## src/rtl/az_sample_ctl.sv

```systemverilog
`timescale 1ns/1ps
// Auto-zero sequencer: alternates the input mux between signal (HI) and zero (LO),
// settles, runs one ADC measurement per phase and tags each completed sample.
module az_sample_ctl #(
   parameter logic [3:0] AZMUX_HI   = 4'b0001,
   parameter logic [3:0] AZMUX_LO   = 4'b0010,
   parameter logic [3:0] AZMUX_IDLE = 4'b0000
) (
   input  logic        clk,
   input  logic        reset_n,
   input  logic        enable,
   input  logic [31:0] clk_settle_duration,
   input  logic        adc_measure_done,
   output logic        adc_measure_start,
   output logic [3:0]  azmux,
   output logic        sw_pc,
   output logic        sample_valid,
   output logic        sample_is_hi,
   output logic [15:0] sample_count,
   output logic [3:0]  monitor
);

   localparam int unsigned CNT_W = 32;
   localparam int unsigned SMP_W = 16;
   localparam int unsigned MUX_W = 4;
   localparam int unsigned MON_W = 4;

   typedef enum logic [2:0] {
      S_IDLE, S_SWITCH, S_SETTLE, S_START, S_WAIT_LO, S_WAIT_HI, S_EMIT
   } state_t;

   state_t             r_state, w_state_nxt;
   logic [CNT_W-1:0]   r_settle_cnt, w_settle_nxt;
   logic               r_start_cnt, w_start_cnt_nxt;
   logic               r_phase_hi, w_phase_nxt;
   logic               r_start, w_start_nxt;
   logic [MUX_W-1:0]   r_azmux, w_azmux_nxt;
   logic               r_sw_pc, w_sw_pc_nxt;
   logic               r_valid, w_valid_nxt;
   logic               r_is_hi, w_is_hi_nxt;
   logic [SMP_W-1:0]   r_sample_count, w_count_nxt;
   logic [MON_W-1:0]   r_monitor, w_monitor_nxt;

   // State and registered outputs
   always_ff @(posedge clk or negedge reset_n) begin
      if (!reset_n) begin
         r_state        <= S_IDLE;
         r_settle_cnt   <= '0;
         r_start_cnt    <= 1'b0;
         r_phase_hi     <= 1'b1;
         r_start        <= 1'b0;
         r_azmux        <= AZMUX_IDLE;
         r_sw_pc        <= 1'b0;
         r_valid        <= 1'b0;
         r_is_hi        <= 1'b0;
         r_sample_count <= '0;
         r_monitor      <= '0;
      end else begin
         r_state        <= w_state_nxt;
         r_settle_cnt   <= w_settle_nxt;
         r_start_cnt    <= w_start_cnt_nxt;
         r_phase_hi     <= w_phase_nxt;
         r_start        <= w_start_nxt;
         r_azmux        <= w_azmux_nxt;
         r_sw_pc        <= w_sw_pc_nxt;
         r_valid        <= w_valid_nxt;
         r_is_hi        <= w_is_hi_nxt;
         r_sample_count <= w_count_nxt;
         r_monitor      <= w_monitor_nxt;
      end
   end

   // Next state, plus output values keyed on the state about to be entered
   always_comb begin
      w_state_nxt     = r_state;
      w_settle_nxt    = r_settle_cnt;
      w_start_cnt_nxt = 1'b0;
      w_phase_nxt     = r_phase_hi;
      w_azmux_nxt     = r_azmux;
      w_sw_pc_nxt     = r_sw_pc;
      w_is_hi_nxt     = r_is_hi;
      w_count_nxt     = r_sample_count;

      case (r_state)
         S_IDLE:    if (enable) w_state_nxt = S_SWITCH;
         S_SWITCH: begin
            w_settle_nxt = clk_settle_duration;
            w_state_nxt  = S_SETTLE;
         end
         S_SETTLE: begin
            if (r_settle_cnt == '0) w_state_nxt  = S_START;
            else                    w_settle_nxt = r_settle_cnt - CNT_W'(1);
         end
         S_START: begin
            if (r_start_cnt) w_state_nxt     = S_WAIT_LO;
            else             w_start_cnt_nxt = 1'b1;
         end
         S_WAIT_LO: if (!adc_measure_done) w_state_nxt = S_WAIT_HI;
         S_WAIT_HI: if (adc_measure_done)  w_state_nxt = S_EMIT;
         S_EMIT:    w_state_nxt = enable ? S_SWITCH : S_IDLE;
         default:   w_state_nxt = S_IDLE;
      endcase

      // Phase flips on entering EMIT so the following SWITCH picks the other node
      case (w_state_nxt)
         S_IDLE: begin
            w_azmux_nxt = AZMUX_IDLE;
            w_sw_pc_nxt = 1'b0;
         end
         S_SWITCH: begin
            w_azmux_nxt = r_phase_hi ? AZMUX_HI : AZMUX_LO;
            w_sw_pc_nxt = r_phase_hi;
         end
         S_EMIT: begin
            w_is_hi_nxt = r_phase_hi;
            w_count_nxt = r_sample_count + SMP_W'(1);
            w_phase_nxt = ~r_phase_hi;
         end
         default: ;
      endcase

      w_start_nxt   = (w_state_nxt == S_START);
      w_valid_nxt   = (w_state_nxt == S_EMIT);
      w_monitor_nxt = {w_state_nxt == S_EMIT,
                       (w_state_nxt == S_WAIT_LO) || (w_state_nxt == S_WAIT_HI),
                       w_state_nxt == S_SETTLE,
                       w_state_nxt == S_START};
   end

   assign adc_measure_start = r_start;
   assign azmux             = r_azmux;
   assign sw_pc             = r_sw_pc;
   assign sample_valid      = r_valid;
   assign sample_is_hi      = r_is_hi;
   assign sample_count      = r_sample_count;
   assign monitor           = r_monitor;

endmodule

```

## config.mk

```make
export PLATFORM = sky130hd
export DESIGN_NAME = az_sample_ctl
export DESIGN_NICKNAME = d
export VERILOG_FILES = /design/src/rtl/az_sample_ctl.sv
export SDC_FILE = /design/constraint.sdc
export NUM_CORES = 1
export LEC_CHECK = 0
export CAP_MARGIN = 40
export CORE_MARGIN = 2
export CORE_UTILIZATION = 55
export DETAILED_ROUTE_END_ITERATION = 10
export GPL_ROUTABILITY_DRIVEN = 0
export PLACE_DENSITY = 0.91
export SKIP_LAST_GASP = 1
export SLEW_MARGIN = 15
export SYNTH_ARGS = -nofsm -noshare
export SYNTH_HDL_FRONTEND = slang
export SYNTH_SLANG_ARGS = --single-unit
```

## constraint.sdc

```tcl
create_clock -name clk -period 6.6 [get_ports clk]
set_clock_uncertainty 0.05 [all_clocks]
set_input_delay 1.32 -clock clk [delete_from_list [all_inputs] [get_ports clk]]
set_output_delay 1.32 -clock clk [all_outputs]
set_load 0.05 [all_outputs]
```

======== Word level (Yosys, flattened, before mapping) ========
Index checks and enable logic that the tools add are counted.
word-level totals
  flip-flop bits (word level) ............. 65
  input bits .............................. 36
  output and inout port bits .............. 28
  logic and storage cells ................. 48
operators by class
  add/subtract/negate cells ............... 2
  eq/ne operators ......................... 13
  muxes and demuxes ....................... 14
  bitwise operators ....................... 1
  reductions and logical operators ........ 7
operators with widths
  kind                                                 number
  one-hot mux 32 bit (2 select lines)                  1
  zero test 32 bit                                     1
  two-way mux 32 bit                                   1
  subtractor 32 x 1 -> 32 bit, second input constant   1
  one-hot mux 3 bit (7 select lines)                   1
  equality test 3 bit, second input constant           6
  adder 16 x 1 -> 16 bit, second input constant        1
  two-way mux 3 bit                                    5
  equality test 3 x 2 -> 1 bit, second input constant  4
  one-hot mux 4 bit (2 select lines)                   1
  equality test 3 x 1 -> 1 bit, second input constant  2
  zero test 3 bit                                      2
  nonzero test 2 bit                                   2
  two-way mux 1 bit                                    3
  two-way mux 2 bit                                    1
  inequality test 2 bit, second input constant         1
  one-hot mux 1 bit (2 select lines)                   1
  AND reduction 2 bit                                  1
  logical OR 1 bit                                     1
  inverter 1 bit                                       1

======== Logic depth before layout (Yosys ltp) ========
Gate-level depths: netlist of the first run.
  depth after elaboration ................. 5
  depth in mapped cells ................... 9
  depth with buffers taken out ............ 8

======== Worst setup path before layout of the first run ========
Ideal clock, no wire load.
  path type ............................... reg2reg
  from .................................... register r_settle_cnt[12]
  to ...................................... register r_settle_cnt[11]
  setup time .............................. 0.121 ns
  arrival ................................. 2.673 ns
  data required time ...................... 6.429 ns
  slack ................................... 3.756 ns
  cell stages (with the launch flop) ...... 10
  path buffers ............................ 3
  period minus slack after synthesis ...... 2.844 ns
  cells stage by stage .................... dfrtp_1 -> or4_1 -> buf_2 -> or4_4 -> buf_6 -> o41a_1 -> buf_6 -> o21ai_4 -> inv_4 -> a22o_1
on the way
  cells in the longest elaborated chain, start to end .. 3
ends and longest elaborated chain
  item                             line  source
  start, declared                  33    logic [CNT_W-1:0] r_settle_cnt, w_settle_nxt;
  start signal, assigned           60    r_settle_cnt <= w_settle_nxt;
  zero test 32 bit                 91    if (r_settle_cnt == '0) w_state_nxt = S_START;
  inequality test 2 bit (no line)  -
  AND reduction 2 bit (no line)    -
Every way passes these cells.
A chain may end at the register's enable or synchronous reset.

======== Final worst setup path of the first run ========
  from .................................... register r_settle_cnt[0]
  to ...................................... register r_settle_cnt[11]
on the way
  cells in the longest elaborated chain, start to end .. 3
  elaborated cells between the ends (all ways) .. 6
  those cells by class .................... add/sub: 1; eq/ne: 1; mux: 2; reduce/logical: 2
ends and longest elaborated chain
  item                                                                               line
  subtractor 32 x 1 -> 32 bit / zero test 32 bit (equally long branches)             92, 91
  two-way mux 32 bit / inequality test 2 bit (equally long branches)                 -
  one-hot mux 32 bit (2 select lines) / AND reduction 2 bit (equally long branches)  -
Several ways; a longest one is shown, not always the timed one. The select of a mux whose other input is x is not followed.

==> run_results.csv, run 1 <==
group,metric,value,unit
worst_setup_path,worst_path_max_delay_cell,"o41a_1",
drt,top_layer_used,"met4",
placed_design,dp_hpwl,6000,µm
pwr,leakagePower,1.74,nW
drt,drt_wl_total,9080,µm
drt,viasPerCell,6.58,
synth,async_reset_ff_share,100,%
drt,vias,3298,
floorplan,die_w,83.8,µm
cts,hold_buffers,0,
drt,ant_nets,0,
pwr,power.share.switching,26.4,%
drt,wl_met2,4390,µm
global_route,track_usage,25.9,%
synth,synth-simple-area-share,17.8,%
worst_setup_path,critPathLaunchType,"register",
cells_and_area,design_area,4320,µm²
cts,postCtsResizedCells,0,
placed_design,dp.cells,485,
worst_setup_path,end_kind,"register",
worst_setup_path,cp.required,6.77,ns
floorplan,initial_core_util,56.1,%
cells_and_area,final_common_cell,"clkdlybuf4s50_1",
synth,synth-compound-area-share,26.8,%
worst_setup_path,path_buf_inv,2,
pwr,power_density,217,nW/µm²
synth,synth_top_family_by_area,"compound AO/OA/AOI/OAI gates",
placed_design,port_buffers,61,
cts,cts.path.max_buffers,2,
worst_setup_path,crit_family,"compound AO/OA/AOI/OAI gates",
drt,dr_wl_met3,686,µm
drt,wl_met1,3770,µm
global_route,grt_start_max_net_pins,61,
synth,muxShareOfSynthArea,1.22,%
job,drv_cap,0,
sta,max-slew-margin-rel,37.1,%
pwr,comb_power_share,12.9,%
outcome,run_status,"finished clean",
sta,max_freq,249,MHz
pwr,seq_power_share,47.6,%
global_route,grt_pass1_vias,3166,
cts,cts_made_buffers,9,
synth,synthXorXnorAreaFrac,4.00,%
placed_design,dpl_cell_area,4100,µm²
sta,tightest_slew,0.935,ns
worst_setup_path,slowest_delay,0.82,ns
synth,ys_types,60,
cts,cts_sinks,60,
cells_and_area,syn_to_final_growth,23.5,%
sta,rsz0062_at_grt,"no",
cts,tritoncts,"done",
floorplan,rows,29,
synth,ys_ff_latch,60,
global_route,grt_pass1_wl,14800,µm
worst_setup_path,arrival,4.19,ns
cells_and_area,final_nets,457,
global_route,grt_remaining_overflow,0,
global_route,antenna_found_initial,0,
cts,clk_latency,0.34,ns
pwr,p_int,0.692,mW
sta,hold_viol,0,
pwr,peakVddDrop,0.131,mV
cells_and_area,mostFrequentLayoutCells,"60 x clkdlybuf4s50_1, 59 x dfrtp_1, 26 x nor2_1",
cts,path_clk_slew,0.07,ns
cts,cts_root_buf,"clkbuf_8",
cts,htree_levels,3,
cells_and_area,fin_util,69.3,%
synth,synth_edf_count,0,
cells_and_area,fillerInstances,461,
cts,cts_setup_buffers,0,
drt,drtIter0Drc,491,
drt,wl_per_cell,18.1,µm
synth,syn-cell-area,3500,µm²
sta,setup_tns,0,ns
synth,seq_area_frac_synth,42.9,%
synth,synthFlopType,"dfrtp_1",
sta,fin_crit,4.01,ns
floorplan,dieArea,7020,µm²
worst_setup_path,crit_type,"reg -> reg",
floorplan,core_area,6240,µm²
pwr,pwr-share-clk,39.6,%
sta,setup_viol,0,
pwr,netSwitchingPower,0.248,mW
drt,drtPass1Iterations,5,
drt,drc_errors,0,
sta,min_period_over_period,60.8,%
worst_hold_path,hold_path.class,"reg -> reg",
floorplan,io_pins,64,
worst_setup_path,critPathMaxFanout,24,
cells_and_area,drive_gt1_share,8.02,%
synth,yosys_warnings,0,
floorplan,die_y,83.8,µm
sta,slew_violations,0,
synth,syn_area_per_cell,9.36,µm²
cells_and_area,stdcell_count,501,
synth,syn_inst,374,
synth,synthAdderAreaFrac,0.715,%
pwr,power,0.940,mW
cells_and_area,n_antenna_cell,0,
worst_setup_path,crit_chain,"inv_1 -> ha_1 -> nor3b_1 -> nand4b_1 -> o41a_1 -> o21ai_4 -> inv_4 -> a22o_1",
worst paths after layout:
kind | startpoint | end | slack (ns) | cells after the start
max | r_settle_cnt[0]$_DFFE_PN0P_ | r_settle_cnt[11]$_DFFE_PN0P_ | 2.59 | 8
min | r_start_cnt$_DFF_PN0_ | r_start_cnt$_DFF_PN0_ | 0.42 | 1
max reg2reg | r_settle_cnt[0]$_DFFE_PN0P_ | r_settle_cnt[11]$_DFFE_PN0P_ | 2.59 | 8
min reg2reg | r_start_cnt$_DFF_PN0_ | r_start_cnt$_DFF_PN0_ | 0.42 | 1
max in group asynchronous | reset_n | r_settle_cnt[15]$_DFFE_PN0P_ | 4.88 | 2
min in group asynchronous | reset_n | r_settle_cnt[9]$_DFFE_PN0P_ | 1.08 | 2
registers in the layout (all words and copies together) (netlist names):
name and cells:
azmux 2, monitor 4, r_phase_hi 1, r_settle_cnt 32, r_start_cnt 1, r_state 3, sample_count 16, sample_is_hi 1
power by group through the flow:
| stage | combinational [mW] | clock, mW | sequential [mW] |
|---|---|---|---|
| after floorplan | 0.0786 | 0 | 0.440 |
| after global placement | 0.113 | 0 | 0.449 |
| after detailed placement | 0.118 | 0 | 0.452 |
| after CTS | 0.120 | 0.377 | 0.445 |
| after global routing | 0.133 | 0.392 | 0.452 |
| final | 0.121 | 0.372 | 0.447 |
Yosys cell counts (9+ instances only):
cell       instances  area, µm²
nand2_1           18       67.6
nand3_1           11       55.1
o21ai_0           19       95.1
a21oi_1           24        120
o2bb2ai_1         13        114
nand4_1            9       56.3
inv_1             11       41.3
clkbuf_1          23       86.3
xnor2_1           10       87.6
nor3_1            15       75.1
dfrtp_1           59       1480
nor2_1            26       97.6
nor4_1            10       62.6
through the flow:
stage                     setup WS, ns  hold slack, ns
final                             2.59           0.424
after floorplan                   3.76           0.380
after CTS                         2.67           0.417
after detailed placement          2.76           0.408
after global routing              2.31           0.434
after global placement            2.87           0.392
cells by family (layout without fill, tap and decap cells):
group           after synthesis  in the layout
compound gates              128            128
simple gates                116            116
flops                        60             60
buf+inv                      47             96
xor+xnor                     16             16
mux                           4              4
fa+ha+maj                     2              2
other cells                   1              2
layout make-up:
class,count,area [µm²],area share [%]
tap,77,96.3,2.23
multi-input combinational,268,1780,41.2
clock buffer,10,138,3.18
sequential,60,1500,34.8
timing repair buffer,67,668,15.5
inverter,13,51.3,1.19
clock inverter,6,87.6,2.03
metal layers:
metal,track usage (%),vias to the layer above
li1,-,1530
met1,34.0,1575
met2,41.9,166
met3,3.96,27
met4,13.0,0
met5,0,-
Power figures use the tool's default switching activity.
==> inputs of run 2 (changes only) <==
--- a/config.mk
+++ b/config.mk
@@ -7,10 +7,10 @@
 export LEC_CHECK = 0
 export CAP_MARGIN = 40
 export CORE_MARGIN = 2
-export CORE_UTILIZATION = 55
+export CORE_UTILIZATION = 53
 export DETAILED_ROUTE_END_ITERATION = 10
 export GPL_ROUTABILITY_DRIVEN = 0
-export PLACE_DENSITY = 0.91
+export PLACE_DENSITY = 0.89
 export SKIP_LAST_GASP = 1
 export SLEW_MARGIN = 15
 export SYNTH_ARGS = -nofsm -noshare
==> constraint.sdc (replaced) <==
create_clock -name clk -period 3.9 [get_ports clk]
set_clock_uncertainty 0.05 [all_clocks]
set_input_delay 0.78 -clock clk [delete_from_list [all_inputs] [get_ports clk]]
set_output_delay 0.78 -clock clk [all_outputs]
set_load 0.05 [all_outputs]
==> run 2 against run 1 <==
Against the previous run: clock power increased by 53%; die area rose by 3.6%; non-clock buffer count is 9 higher; count of clock-buffer cells in the layout shrank 1; critical path type unchanged.
==> run_results.csv, run 2 (same netlist as run 1, synthesis figures left out) <==
group,metric,value,unit
outcome,run_status,"finished clean",
drt,vias,3394,
global_route,track_usage,27.5,%
floorplan,io_pins,64,
worst_setup_path,crit_type,"reg -> reg",
cts,tritoncts,"done",
cts,hold_buffers,0,
cts,cts_setup_buffers,0,
worst_setup_path,crit_cells,6,
worst_setup_path,end_kind,"register",
cells_and_area,mostFrequentLayoutCells,"60 x clkdlybuf4s50_1, 59 x dfrtp_1, 26 x nor2_1",
placed_design,dp_hpwl,6400,µm
placed_design,dp_slack,0.817,ns
cells_and_area,fillerInstances,473,
sta,slew_violations,0,
cts,htree_levels,3,
worst_setup_path,crit_family,"simple AND/OR/NAND/NOR gates",
sta,max_freq,319,MHz
cts,cts_sinks,60,
job,drv_cap,0,
worst_setup_path,setup.worst_path.end,"r_settle_cnt[19]$_DFFE_PN0P_",
worst_setup_path,r2r-end,"r_settle_cnt[19]$_DFFE_PN0P_",
cells_and_area,regMostFlops,"r_settle_cnt",
pwr,peakVddDrop,0.313,mV
global_route,grt_pass1_wl,15900,µm
sta,max-slew-margin-rel,39.5,%
drt,viasPerCell,6.65,
cts,cts.path.max_buffers,2,
cells_and_area,drive_gt1_share,9.93,%
worst_setup_path,worst_path_max_delay_cell,"or4_1",
global_route,grt_remaining_overflow,0,
drt,wl_per_cell,18.6,µm
pwr,leakagePower,1.76,nW
cts,cts_root_buf,"clkbuf_8",
drt,ant_nets,0,
floorplan,die_w,85.3,µm
sta,setup_tns,0,ns
cells_and_area,syn_to_final_growth,24.8,%
cells_and_area,largest_reg_flops,32,
placed_design,port_buffers,61,
sta,setup_viol,0,
cells_and_area,final_common_cell,"clkdlybuf4s50_1",
worst_setup_path,path_buf_inv,1,
sta,rsz0062_at_grt,"no",
worst_setup_path,critPathMaxFanout,13,
worst_setup_path,slowest_delay,0.70,ns
cts,clk_latency,0.35,ns
cts,path_clk_slew,0.08,ns
worst_hold_path,hold_path.class,"in -> async",
global_route,antenna_found_initial,0,
floorplan,dieArea,7270,µm²
sta,min_period_over_period,80.3,%
worst_setup_path,r2r_slack,0.77,ns
sta,finalWorstSetupSlack,0.769,ns
worst_setup_path,crit_chain,"or4_1 -> or4_4 -> o41a_1 -> o21ai_4 -> buf_4 -> o22a_1",
drt,drc_errors,0,
worst_setup_path,critPathLaunchType,"register",
worst_setup_path,reg2reg_depth,6,
cts,postCtsResizedCells,0,
drt,drtIter0Drc,383,
worst_setup_path,cp-startpoint,"r_settle_cnt[12]$_DFFE_PN0P_",
sta,tightest_slew,0.900,ns
drt,drt_wl_total,9470,µm
worst_setup_path,arrival,3.37,ns
sta,hold_viol,0,
cells_and_area,n_antenna_cell,0,
floorplan,initial_core_util,54.8,%
cts,cts_made_buffers,9,
worst_setup_path,worstReg2RegStart,"r_settle_cnt[12]$_DFFE_PN0P_",
global_route,grt_start_max_net_pins,40,
global_route,grt_pass1_vias,3291,
worst_setup_path,cp.required,4.14,ns
sta,fin_crit,3.13,ns
floorplan,die_y,85.3,µm
pwr,power_density,356,nW/µm²
floorplan,rows,29,
drt,drtPass1Iterations,5,
floorplan,core_area,6390,µm²
cells_and_area,final_nets,466,
run 2: changes by cell type in the layout (fill, tap and decap cells not counted):
cell,change
clkinvlp_4,+4
bufinv_16,-1
clkbuf_8,-1
clkinv_2,-2
buf_8,-1
buf_16,+1
buf_4,+11
buf_12,-1
buf_2,-1
run 2: per-layer routing:
| metal | routed length [µm] | GRT usage [%] | vias to the layer above | share of wire, % |
|---|---|---|---|---|
| li1 | - | - | 1537 | - |
| met2 | 4540 | 43.3 | 201 | 48 |
| met3 | 658 | 6.91 | 38 | 6.9 |
| met5 | 0 | 0 | - | 0 |
| met1 | 3950 | 36.8 | 1618 | 42 |
| met4 | 322 | 10.4 | 0 | 3.4 |
run 2: per-stage QoR:
step	instance area [µm²]	total power [mW]	utilization [%]	std cells	hold slack (ns)
CTS	4370	1.56	68.4	510	0.338
detailed placement	4170	0.987	65.3	494	0.404
finish	4370	1.55	68.4	510	0.337
global placement	4140	0.968	64.9	493	0.400
floorplan	3500	0.877	-	375	0.380
global route	4370	1.62	68.4	510	0.366
run 2: cell type report:
class | count | area, µm² | area share (%)
multi-input cells | 268 | 1780 | 40.7
flip-flops and latches | 60 | 1500 | 34.4
repair buffers | 76 | 738 | 16.9
clock buffers | 9 | 124 | 2.83
well taps | 77 | 96.3 | 2.20
clock inverters | 7 | 77.6 | 1.77
inverters | 13 | 51.3 | 1.17
run 2: worst min-delay path by stage:
stage,cells after the start,slack (ns),to,from
after floorplan,1,0.38,r_start_cnt$_DFF_PN0_,r_start_cnt$_DFF_PN0_
after global placement,1,0.40,r_start_cnt$_DFF_PN0_,r_start_cnt$_DFF_PN0_
after detailed placement,1,0.40,r_start_cnt$_DFF_PN0_,r_start_cnt$_DFF_PN0_
after CTS,1,0.34,r_settle_cnt[9]$_DFFE_PN0P_,reset_n
after global routing,1,0.37,r_settle_cnt[9]$_DFFE_PN0P_,reset_n
final,1,0.34,r_settle_cnt[9]$_DFFE_PN0P_,reset_n
run 2: power by group:
group,switching (mW),internal [mW]
Sequential,0.0741,0.685
Combinational,0.103,0.121
Clock,0.275,0.296
run 2: worst reg2reg max path, delay by kind of cell (launching register included):
family,cells,cell delay [ns]
buffers and inverters,1,0.29
and+or+nand+nor,2,1.30
DFF,1,0.44
AOI/OAI and AO/OA,3,0.99
==> inputs of run 3 (changes only) <==
--- a/config.mk
+++ b/config.mk
@@ -7,10 +7,10 @@
 export LEC_CHECK = 0
 export CAP_MARGIN = 40
 export CORE_MARGIN = 2
-export CORE_UTILIZATION = 53
+export CORE_UTILIZATION = 48
 export DETAILED_ROUTE_END_ITERATION = 10
 export GPL_ROUTABILITY_DRIVEN = 0
-export PLACE_DENSITY = 0.89
+export PLACE_DENSITY = 0.85
 export SKIP_LAST_GASP = 1
 export SLEW_MARGIN = 15
 export SYNTH_ARGS = -nofsm -noshare
==> constraint.sdc (replaced) <==
create_clock -name clk -period 2.7 [get_ports clk]
set_clock_uncertainty 0.05 [all_clocks]
set_input_delay 0.54 -clock clk [delete_from_list [all_inputs] [get_ports clk]]
set_output_delay 0.54 -clock clk [all_outputs]
set_load 0.05 [all_outputs]
==> run 3 against run 2 <==
Against the previous run: count of clock-buffer cells in the layout stayed put; combinational power is 44% higher; highest routed layer unchanged; die area is 9.9% higher; sequential power is 45% higher; setup slack worse by 0.70 ns; largest cell class unchanged; global-route usage is 2.4 points lower; sequential cell count stayed put; hold slack worse by 0.21 ns; utilization is 5.6 points lower; cell count is 6.7% higher.
==> run_results.csv, run 3 (same netlist as run 1, synthesis figures left out) <==
group,metric,value,unit
cells_and_area,syn_to_final_growth,28.9,%
pwr,pwr-share-clk,39.6,%
sta,setup_viol,0,
placed_design,port_buffers,61,
pwr,peakVddDrop,0.326,mV
floorplan,initial_core_util,48.8,%
placed_design,dp_hpwl,6550,µm
drt,ant_nets,0,
drt,top_layer_used,"met4",
cells_and_area,mostFrequentLayoutCells,"60 x clkdlybuf4s50_1, 59 x dfrtp_1, 26 x nor2_1",
drt,drc_errors,0,
sta,whs,0.128,ns
worst_setup_path,cp.required,2.90,ns
pwr,seq_power_share,46.6,%
drt,wl_met2,4660,µm
sta,slew_violations,0,
cells_and_area,final_common_cell,"clkdlybuf4s50_1",
cells_and_area,largest_reg_flops,32,
worst_setup_path,crit_type,"reg -> reg",
worst_setup_path,crit_chain,"or4_4 -> or4_4 -> o41a_1 -> o21ai_4 -> inv_4 -> a22o_1",
cts,cts.path.max_buffers,2,
placed_design,dpl_cell_area,4260,µm²
drt,drtIter0Drc,450,
placed_design,dp_slack,0.0537,ns
worst_setup_path,slowest_delay,0.55,ns
cells_and_area,fin_util,62.9,%
global_route,antenna_found_initial,0,
worst_hold_path,hold_path.class,"in -> async",
cts,path_clk_slew,0.07,ns
cts,clk_latency,0.36,ns
floorplan,io_pins,64,
cts,hold_buffers,0,
cells_and_area,drive_gt1_share,13.0,%
sta,max-slew-margin-rel,59.3,%
cts,cts_root_buf,"clkbuf_8",
worst_setup_path,worst_path_max_delay_cell,"or4_4",
worst_setup_path,critPathMaxFanout,10,
floorplan,dieArea,7990,µm²
drt,drt_wl_total,9680,µm
worst_setup_path,critPathLaunchType,"register",
global_route,grt_start_max_net_pins,40,
pwr,leakagePower,1.83,nW
global_route,grt_pass1_wl,15400,µm
cells_and_area,n_antenna_cell,0,
worst_setup_path,cpMostUsedCell,"or4_4",
sta,fin_crit,2.63,ns
cells_and_area,final_nets,478,
job,drv_cap,0,
worst_setup_path,end_kind,"register",
pwr,p_int,1.69,mW
sta,tightest_slew,0.606,ns
worst_setup_path,path_buf_inv,1,
drt,wl_met1,3960,µm
worst_setup_path,arrival,2.83,ns
pwr,power_density,520,nW/µm²
cts,cts_made_buffers,9,
drt,vias,3402,
floorplan,core_area,7180,µm²
cts,tritoncts,"done",
drt,viasPerCell,6.25,
global_route,grt_remaining_overflow,0,
drt,dr_wl_met3,792,µm
sta,setup_tns,0,ns
global_route,track_usage,25.1,%
cts,cts_sinks,60,
floorplan,rows,31,
cells_and_area,design_area,4510,µm²
worst_setup_path,worstReg2RegStart,"r_settle_cnt[17]$_DFFE_PN0P_",
sta,min_period_over_period,97.4,%
global_route,grt_pass1_vias,3205,
cts,htree_levels,3,
drt,drtPass1Iterations,5,
worst_setup_path,crit_family,"simple AND/OR/NAND/NOR gates",
outcome,run_status,"finished clean",
floorplan,die_w,89.4,µm
floorplan,die_y,89.4,µm
pwr,comb_power_share,13.7,%
sta,max_freq,380,MHz
sta,hold_viol,0,
worst_setup_path,cp-startpoint,"r_settle_cnt[17]$_DFFE_PN0P_",
pwr,power.share.switching,27.9,%
pwr,netSwitchingPower,0.655,mW
drt,wl_per_cell,17.8,µm
cells_and_area,regMostFlops,"r_settle_cnt",
sta,finalWorstSetupSlack,0.0701,ns
==> run 3: cell count changes in the layout (fill, tap and decap cells not counted), sizes merged <==
cell / previous run / this run
buf: 16 / 28
bufinv: 1 / 2
clkinv: 3 / 2
clkinvlp: 4 / 3
inv: 12 / 13
==> run 3: metrics by stage <==
step / cells / power [mW]
2_1_floorplan: 375 / 1.27
3_3_place_gp: 527 / 1.41
3_5_place_dp: 527 / 1.43
4_1_cts: 543 / 2.35
5_1_grt: 544 / 2.44
6_report: 544 / 2.35
==> run 3: cell type report <==
cell class / instances / area (µm²)
inverter: 13 / 51.3
clock buffer: 9 / 124
multi-input combinational: 268 / 1790
sequential: 60 / 1500
timing repair buffer: 88 / 816
tap: 99 / 124
clock inverter: 7 / 100
fill: 578 / 2660
==> run 3: routing by layer <==
layer  vias up  track usage, %
met4         0            9.36
met1      1628            33.6
met3        29            6.37
li1       1553               -
met5         -               0
met2       192            39.6
==> run 3: power by group through the flow <==
| stage | logic (mW) | clock network, mW | registers, mW |
|---|---|---|---|
| after floorplan | 0.194 | 0 | 1.08 |
| after global placement | 0.310 | 0 | 1.10 |
| after detailed placement | 0.321 | 0 | 1.10 |
| after CTS | 0.323 | 0.938 | 1.09 |
| after global routing | 0.363 | 0.976 | 1.10 |
| final | 0.323 | 0.930 | 1.10 |
==> run 3: final timing paths <==
path                                           endpoint  slack [ns]  cells after the start
max                         r_settle_cnt[7]$_DFFE_PN0P_        0.07                      6
min                        r_settle_cnt[10]$_DFFE_PN0P_        0.13                      2
max reg2reg                 r_settle_cnt[7]$_DFFE_PN0P_        0.07                      6
min reg2reg                sample_count[15]$_DFFE_PN0N_        0.43                      1
max in group asynchronous  sample_count[14]$_DFFE_PN0N_        2.09                      2
min in group clk           sample_count[15]$_DFFE_PN0N_        0.43                      1
==> run 3: what timing repair did <==
item | 4_1_cts | 5_1_grt
gates resized for setup | 0 | 5
endpoints found under the hold margin | 0 | 0
buffers inserted | 0 | 1
setup endpoints to repair | 0 | 26
